<file path="src/rtl/fir_pkg.sv">
// fir_pkg: sizing helpers, signed saturation and tap-index types
// shared by the fir_tap_pipe FIR block and its adder-tree levels.
package fir_pkg;

  typedef logic [15:0] tap_idx_t;

  typedef struct packed {
    logic               sat;
    logic signed [63:0] val;
  } sat_t;

  function automatic int full_w(
    input int taps,
    input int w,
    input int cw
  );
    return w + cw + $clog2(taps);
  endfunction

  function automatic int lat(input int taps);
    return 1 + $clog2(taps);
  endfunction

  // operand count entering tree level k
  function automatic int lvl_cnt(
    input int taps,
    input int k
  );
    int n;
    n = taps;
    for (int i = 0; i < k; i++) n = (n + 1) / 2;
    return n;
  endfunction

  function automatic int lvl_off(
    input int taps,
    input int k
  );
    int o;
    o = 0;
    for (int i = 0; i < k; i++) o += lvl_cnt(taps, i);
    return o;
  endfunction

  function automatic sat_t sat_s(
    input logic signed [63:0] x,
    input int                 ow
  );
    logic signed [63:0] hi;
    logic signed [63:0] lo;
    sat_t r;
    hi = (64'sd1 <<< (ow - 1)) - 64'sd1;
    lo = -(64'sd1 <<< (ow - 1));
    r.sat = 1'b0;
    r.val = x;
    if (x > hi) begin
      r.sat = 1'b1;
      r.val = hi;
    end else if (x < lo) begin
      r.sat = 1'b1;
      r.val = lo;
    end
    return r;
  endfunction

endpackage

</file>
<file path="src/rtl/fir_add_level.sv">
// fir_add_level: one registered pairwise-add level of the FIR tree;
// an odd leftover operand passes through the register unchanged.
module fir_add_level #(
  parameter  int N_IN  = 2,
  parameter  int W     = 8,
  localparam int N_OUT = (N_IN + 1) / 2
) (
  input  logic                    clk,
  input  logic                    reset_n,
  input  logic                    clear_i,
  input  logic                    en_i,
  input  logic                    vld_i,
  input  logic [N_IN-1:0][W-1:0]  opnd_i,
  output logic                    vld_o,
  output logic [N_OUT-1:0][W-1:0] sum_o
);

  logic [N_OUT-1:0][W-1:0] sum_d;
  logic [N_OUT-1:0][W-1:0] sum_q;
  logic                    vld_q;

  for (genvar j = 0; j < N_OUT; j++) begin : g_pair
    if (2 * j + 1 < N_IN) begin : g_add
      assign sum_d[j] = opnd_i[2*j] + opnd_i[2*j+1];
    end else begin : g_pass
      assign sum_d[j] = opnd_i[2*j];
    end
  end

  always_ff @(posedge clk or negedge reset_n) begin
    if (!reset_n) begin
      sum_q <= '0;
      vld_q <= 1'b0;
    end else if (clear_i) begin
      sum_q <= '0;
      vld_q <= 1'b0;
    end else if (en_i) begin
      sum_q <= sum_d;
      vld_q <= vld_i;
    end
  end

  assign sum_o = sum_q;
  assign vld_o = vld_q;

endmodule

</file>
<file path="src/rtl/fir_tap_pipe.sv">
// fir_tap_pipe: N-tap programmable FIR, pipelined adder tree, valid/ready.
// FIR_SATURATE_EN: clip narrowed output and flag it on out_sat.
module fir_tap_pipe
  import fir_pkg::*;
#(
  parameter int TAPS       = 4,
  parameter int WIDTH      = 8,
  parameter int COEF_WIDTH = 8,
  parameter int OUT_WIDTH  = full_w(TAPS, WIDTH, COEF_WIDTH)
) (
  input  logic                         clk,
  input  logic                         reset_n,
  input  logic                         clear,
  input  logic                         coef_wr,
  input  logic [$clog2(TAPS)-1:0]      coef_addr,
  input  logic signed [COEF_WIDTH-1:0] coef_data,
  input  logic                         in_valid,
  output logic                         in_ready,
  input  logic signed [WIDTH-1:0]      in,
  output logic                         out_valid,
  input  logic                         out_ready,
  output logic signed [OUT_WIDTH-1:0]  out,
  output logic                         out_sat
);

  localparam int FULL_W = full_w(TAPS, WIDTH, COEF_WIDTH);
  localparam int PW     = WIDTH + COEF_WIDTH;
  localparam int NLVL   = $clog2(TAPS);
  localparam int NODES  = lvl_off(TAPS, NLVL + 1);

  logic                         en;
  logic signed [COEF_WIDTH-1:0] coef_q [TAPS];
  logic signed [WIDTH-1:0]      d_q    [TAPS];
  logic signed [PW-1:0]         p_q    [TAPS];
  logic                         d_v_q;
  logic                         p_v_q;
  logic [NODES-1:0][FULL_W-1:0] node;
  logic [NLVL:0]                vld;
  logic signed [FULL_W-1:0]     acc;

  assign en       = !(out_valid && !out_ready) && !clear;
  assign in_ready = en;

  // writes land regardless of stall or clear
  always_ff @(posedge clk or negedge reset_n) begin
    if (!reset_n) begin
      for (int i = 0; i < TAPS; i++)
        coef_q[i] <= COEF_WIDTH'(1);
    end else begin
      for (int i = 0; i < TAPS; i++)
        if (coef_wr &&
            tap_idx_t'(coef_addr) == tap_idx_t'(i))
          coef_q[i] <= coef_data;
    end
  end

  always_ff @(posedge clk or negedge reset_n) begin
    if (!reset_n) begin
      for (int i = 0; i < TAPS; i++) d_q[i] <= '0;
      d_v_q <= 1'b0;
    end else if (clear) begin
      for (int i = 0; i < TAPS; i++) d_q[i] <= '0;
      d_v_q <= 1'b0;
    end else if (en) begin
      d_v_q <= in_valid;
      if (in_valid) begin
        d_q[0] <= in;
        for (int i = 1; i < TAPS; i++)
          d_q[i] <= d_q[i-1];
      end
    end
  end

  always_ff @(posedge clk or negedge reset_n) begin
    if (!reset_n) begin
      for (int i = 0; i < TAPS; i++) p_q[i] <= '0;
      p_v_q <= 1'b0;
    end else if (clear) begin
      for (int i = 0; i < TAPS; i++) p_q[i] <= '0;
      p_v_q <= 1'b0;
    end else if (en) begin
      p_v_q <= d_v_q;
      for (int i = 0; i < TAPS; i++)
        p_q[i] <= PW'(d_q[i]) * PW'(coef_q[i]);
    end
  end

  for (genvar i = 0; i < TAPS; i++) begin : g_leaf
    assign node[i] = FULL_W'(p_q[i]);
  end
  assign vld[0] = p_v_q;

  for (genvar k = 0; k < NLVL; k++) begin : g_lvl
    localparam int NI = lvl_cnt(TAPS, k);
    localparam int NO = lvl_cnt(TAPS, k + 1);
    localparam int OI = lvl_off(TAPS, k);
    localparam int OO = lvl_off(TAPS, k + 1);

    fir_add_level #(
      .N_IN (NI),
      .W    (FULL_W)
    ) u_lvl (
      .clk     (clk),
      .reset_n (reset_n),
      .clear_i (clear),
      .en_i    (en),
      .vld_i   (vld[k]),
      .opnd_i  (node[OI +: NI]),
      .vld_o   (vld[k+1]),
      .sum_o   (node[OO +: NO])
    );
  end

  assign acc       = node[NODES-1];
  assign out_valid = vld[NLVL];

  if (OUT_WIDTH > FULL_W) begin : g_ext
    assign out     = OUT_WIDTH'(acc);
    assign out_sat = 1'b0;
  end else if (OUT_WIDTH == FULL_W) begin : g_full
    assign out     = acc;
    assign out_sat = 1'b0;
  end else begin : g_red
`ifdef FIR_SATURATE_EN
    sat_t sr;
    logic unused_hi;
    assign sr        = sat_s(64'(acc), OUT_WIDTH);
    assign out       = sr.val[OUT_WIDTH-1:0];
    assign out_sat   = sr.sat;
    assign unused_hi = ^sr.val[63:OUT_WIDTH];
`else
    logic unused_hi;
    assign out       = acc[OUT_WIDTH-1:0];
    assign out_sat   = 1'b0;
    assign unused_hi = ^acc[FULL_W-1:OUT_WIDTH];
`endif
  end

endmodule
</file>
<file path="config.mk">
export PLATFORM = sky130hd
export DESIGN_NAME = fir_tap_pipe
export DESIGN_NICKNAME = d
export VERILOG_FILES = /design/src/rtl/fir_pkg.sv /design/src/rtl/fir_add_level.sv /design/src/rtl/fir_tap_pipe.sv
export SDC_FILE = /design/constraint.sdc
export NUM_CORES = 1
export LEC_CHECK = 0
export ABC_AREA = 1
export BUFFER_PORTS_ARGS = -buffer_cell sky130_fd_sc_hd__buf_2
export CAP_MARGIN = 20
export CORE_ASPECT_RATIO = 2
export CORE_MARGIN = 3
export CORE_UTILIZATION = 70
export CTS_CLUSTER_DIAMETER = 80
export CTS_CLUSTER_SIZE = 8
export DETAILED_ROUTE_END_ITERATION = 10
export GPL_TIMING_DRIVEN = 0
export PLACE_DENSITY = 0.87
export SYNTH_ARGS = -nofsm -noshare
export SYNTH_HDL_FRONTEND = slang
export SYNTH_HIERARCHICAL = 1
export SYNTH_SLANG_ARGS = --single-unit
</file>
<file path="constraint.sdc">
create_clock -name clk -period 12.3 [get_ports clk]
set_input_delay 1.23 -clock clk [delete_from_list [all_inputs] [get_ports clk]]
set_output_delay 1.23 -clock clk [all_outputs]
set_load 0.005 [all_outputs]
</file>
==> impl_metrics.ini <==
[detailed_routing]
vias_per_cell = 5.630
drt-pass1-iter-count = 7
wirelength_mm = 58.07
wire_per_inst_um = 18.07
ant_nets = 0
drt_iter0_drc = 1264
dr_total_vias = 18090
drt_drc_violations_left = 0

[yosys]
synth.avg_cell_area_um2 = 7.423
synthXorXnorAreaFrac = 0.01104
ys_types = 43
synthMuxAreaShare = 0
synth_top_family_by_area = adder cells
synth_fa_ha_area_frac = 0.3177
ys_ff_latch = 186
syn-num-nets = 3193
seq_area_frac_synth = 0.2259
synthTopCellsByArea = dfrtp_1, fa_1, nand2_1, inv_1, ha_1
synth_ff_type = dfrtp_1
postSynthCellCount = 2779
yosysTopAreaCellShare = 0.2208
async_flop_share = 1.000
syn_area_um2 = 20630
synth_edf_count = 0
yosysWarningCount = 6
synth-compound-area-share = 0.08352
yosys.area.top_type = dfrtp_1
yosys.area_share.simple = 0.2204

[timing]
fin_crit_sh = 0.3797
slew_headroom = 0.4283
finClkSkew_ns = 0.01401
worst_slew_pin_slew_ns = 0.8575
hold_slack_ns = 0.4743
period_minus_slack_ns = 4.670
finalWorstSetupSlack_ns = 7.630
clock.fmax_ghz = 0.2141
fin_setup_tns_ns = 0
maxSlewViolCount = 0
finalSetupViolCount = 0
rsz0062_at_grt = false
finalHoldViolCount = 0

[clock_tree]
cts_tree = yes
clock-root-buffer = clkbuf_16
ctsResizeCount = 0
cts_num_sinks = 186
post_cts_buffers = 0
clk-insertion-delay-late_ns = 0.46
cts.clk_slew.worst_paths_ns = 0.07
ctsHoldBuffers = 0
cts_max_level = 4
cts_buffer_depth = 2
cts_made_buffers = 17

[floorplanning]
initial_utilization = 0.7124
pin_count = 45
core_um2 = 28960
rows = 88
dieArea_um2 = 31690
die_y_um = 248.8
die_x_um = 127.4

[power_and_ir_drop]
powerDensity_nw_per_um2 = 101.1
netSwitchingPower_mw = 0.9252
sw_frac_of_total = 0.4178
leakage_nw = 13.27
power.clock.fraction = 0.250
seqPwrFrac = 0.334
p_int_mw = 1.289
pwr-share-comb = 0.416
peakVddDrop_mv = 0.1028
power_mw = 2.215

[final_layout]
area_growth_pct = 6.211
fillers = 2203
fin_area_um2 = 21910
nNetsFinal = 3255
multiInputGateArea_um2 = 13060
seq_area_um2 = 4659
final_common_cell = nand2_1
antennaDiodeCount = 0
drive_gt1_frac = 0.05886
final_cell_mix = nand2_1, inv_1, fa_1, dfrtp_1, ha_1

[worst_setup_path]
required_ns = 12.70
critPathMaxFanout = 9
crit_arrival_ns = 5.07
endpoint_kind = flop
worstSetupPathType = flop to flop
rr_startpoint = d_q[23]$_DFFE_PN0P_
r2r_slack_ns = 7.63
critPathLaunchType = flop
cp-endpoint = node[33]$_DFFE_PN0P_
r2r_end = node[33]$_DFFE_PN0P_
crit_start = d_q[23]$_DFFE_PN0P_
worstRegToRegCells = 18

[grt]
grt_pass1_wl_mm = 93.03
grt_use_total = 0.3793
grt_overflow = 0
grt_antenna_before_repair = 0
grt_max_degree = 100
grt_pass1_vias = 19270

[placed_design]
globalplace.congestion = 0.9602
io_buffers = 42
hpwl_mm = 47.33
post_dp_cell_area_um2 = 21330
post-place-ws_ns = 7.719

[status]
status = completed

[run]
drv_cap = 0

[min_path]
hp-class = flop to flop
## worst min path at each step
stage                                    startpoint                                    to  cells after the start
2_1_floorplan                     d_v_q$_DFFE_PN0P_                     p_v_q$_DFFE_PN0P_                      2
3_3_place_gp                      d_v_q$_DFFE_PN0P_                     p_v_q$_DFFE_PN0P_                      2
3_5_place_dp   g_lvl[1].u_lvl/sum_o[13]$_DFFE_PN0P_  g_lvl[1].u_lvl/sum_o[13]$_DFFE_PN0P_                      2
4_1_cts        g_lvl[1].u_lvl/sum_o[13]$_DFFE_PN0P_  g_lvl[1].u_lvl/sum_o[13]$_DFFE_PN0P_                      2
5_1_grt         g_lvl[1].u_lvl/sum_o[3]$_DFFE_PN0P_   g_lvl[1].u_lvl/sum_o[3]$_DFFE_PN0P_                      2
6_report       g_lvl[1].u_lvl/sum_o[13]$_DFFE_PN0P_  g_lvl[1].u_lvl/sum_o[13]$_DFFE_PN0P_                      2
## per-stage QoR
| stage | cells | utilization |
|---|---|---|
| 6_report | 3214 | 0.7567 |
| 3_5_place_dp | 3182 | 0.7365 |
| 3_3_place_gp | 3181 | 0.7352 |
| 5_1_grt | 3214 | 0.7567 |
| 4_1_cts | 3214 | 0.7567 |
| 2_1_floorplan | 2779 | - |
## layout make-up
| class | instances | area share |
|---|---|---|
| clock inverter | 12 | 0.005311 |
| buffer | 92 | 0.01753 |
| timing repair buffer | 43 | 0.01131 |
| multi-input combinational | 1827 | 0.5958 |
| sequential | 186 | 0.2127 |
| clock buffer | 20 | 0.02130 |
| inverter | 674 | 0.1155 |
| tap | 360 | 0.02056 |
## power by group through the flow
stage / Combinational, mW / Clock, mW / Sequential [mW]
floorplan: 0.639 / 0 / 0.732
global placement: 0.854 / 0 / 0.746
detailed placement: 0.896 / 0 / 0.749
CTS: 0.904 / 0.553 / 0.738
global route: 1.04 / 0.577 / 0.746
finish: 0.921 / 0.554 / 0.740
## critical path: stages (launching register included)
cell	delay, ns
dfrtp_1	0.32
clkbuf_1	0.43
nand2_1	0.24
fa_1	0.73
inv_1	0.12
fa_1	0.51
inv_1	0.05
fa_1	0.53
inv_1	0.07
fa_1	0.47
ha_1	0.36
nand2_1	0.09
nor2_1	0.19
nand2_1	0.08
nor2_1	0.11
nor2_1	0.06
nand3_1	0.06
nand3_1	0.11
nand2_1	0.09
## cell usage after synthesis, types with 2 or more instances
library cell	count
nand2_1	793
inv_1	668
fa_1	223
dfrtp_1	182
ha_1	167
nor2_1	142
o21ai_0	128
nand3_1	110
a21oi_1	83
clkbuf_1	66
nand2_2	25
a22o_1	22
buf_2	22
nand3b_1	18
o22ai_1	17
xnor2_1	13
xor2_1	13
a21o_1	8
a21oi_2	8
o21ai_2	8
nor2_2	7
nor3_1	7
a32o_1	5
o21ai_1	5
dfstp_2	4
inv_2	4
nand3_2	4
o21bai_1	4
buf_4	3
o31ai_1	3
or2_2	3
and2_1	2
nor2_4	2
## per-layer routing
metal,track usage,vias to the layer above,wire (um),part of all wire
li1,-,8442,-,-
met1,0.3466,8606,17330,0.30
met2,0.6918,714,30920,0.53
met3,0.07253,332,3549,0.061
met4,0.3240,0,6271,0.11
met5,0,-,0,0
## sequential cells by signal, summed over array words and instances (netlist names)
| name | flops |
|---|---|
| coef_q | 32 |
| g_lvl.u_lvl/sum_o | 54 |
| node | 64 |
| d_v_q | 1 |
| g_lvl.u_lvl/vld_o | 2 |
| p_v_q | 1 |
| d_q | 32 |
## cells by family (layout without fill, tap and decap cells)
logic type               Yosys count  count (layout)
AND/OR/NAND/NOR                 1115            1115
other                              1               1
buffers and inverters            766             841
adder cells (fa/ha/maj)          390             390
flip-flops                       186             186
XOR/XNOR                          26              26
AO/OA/AOI/OAI                    295             295
(Power assumes the default switching activity.)
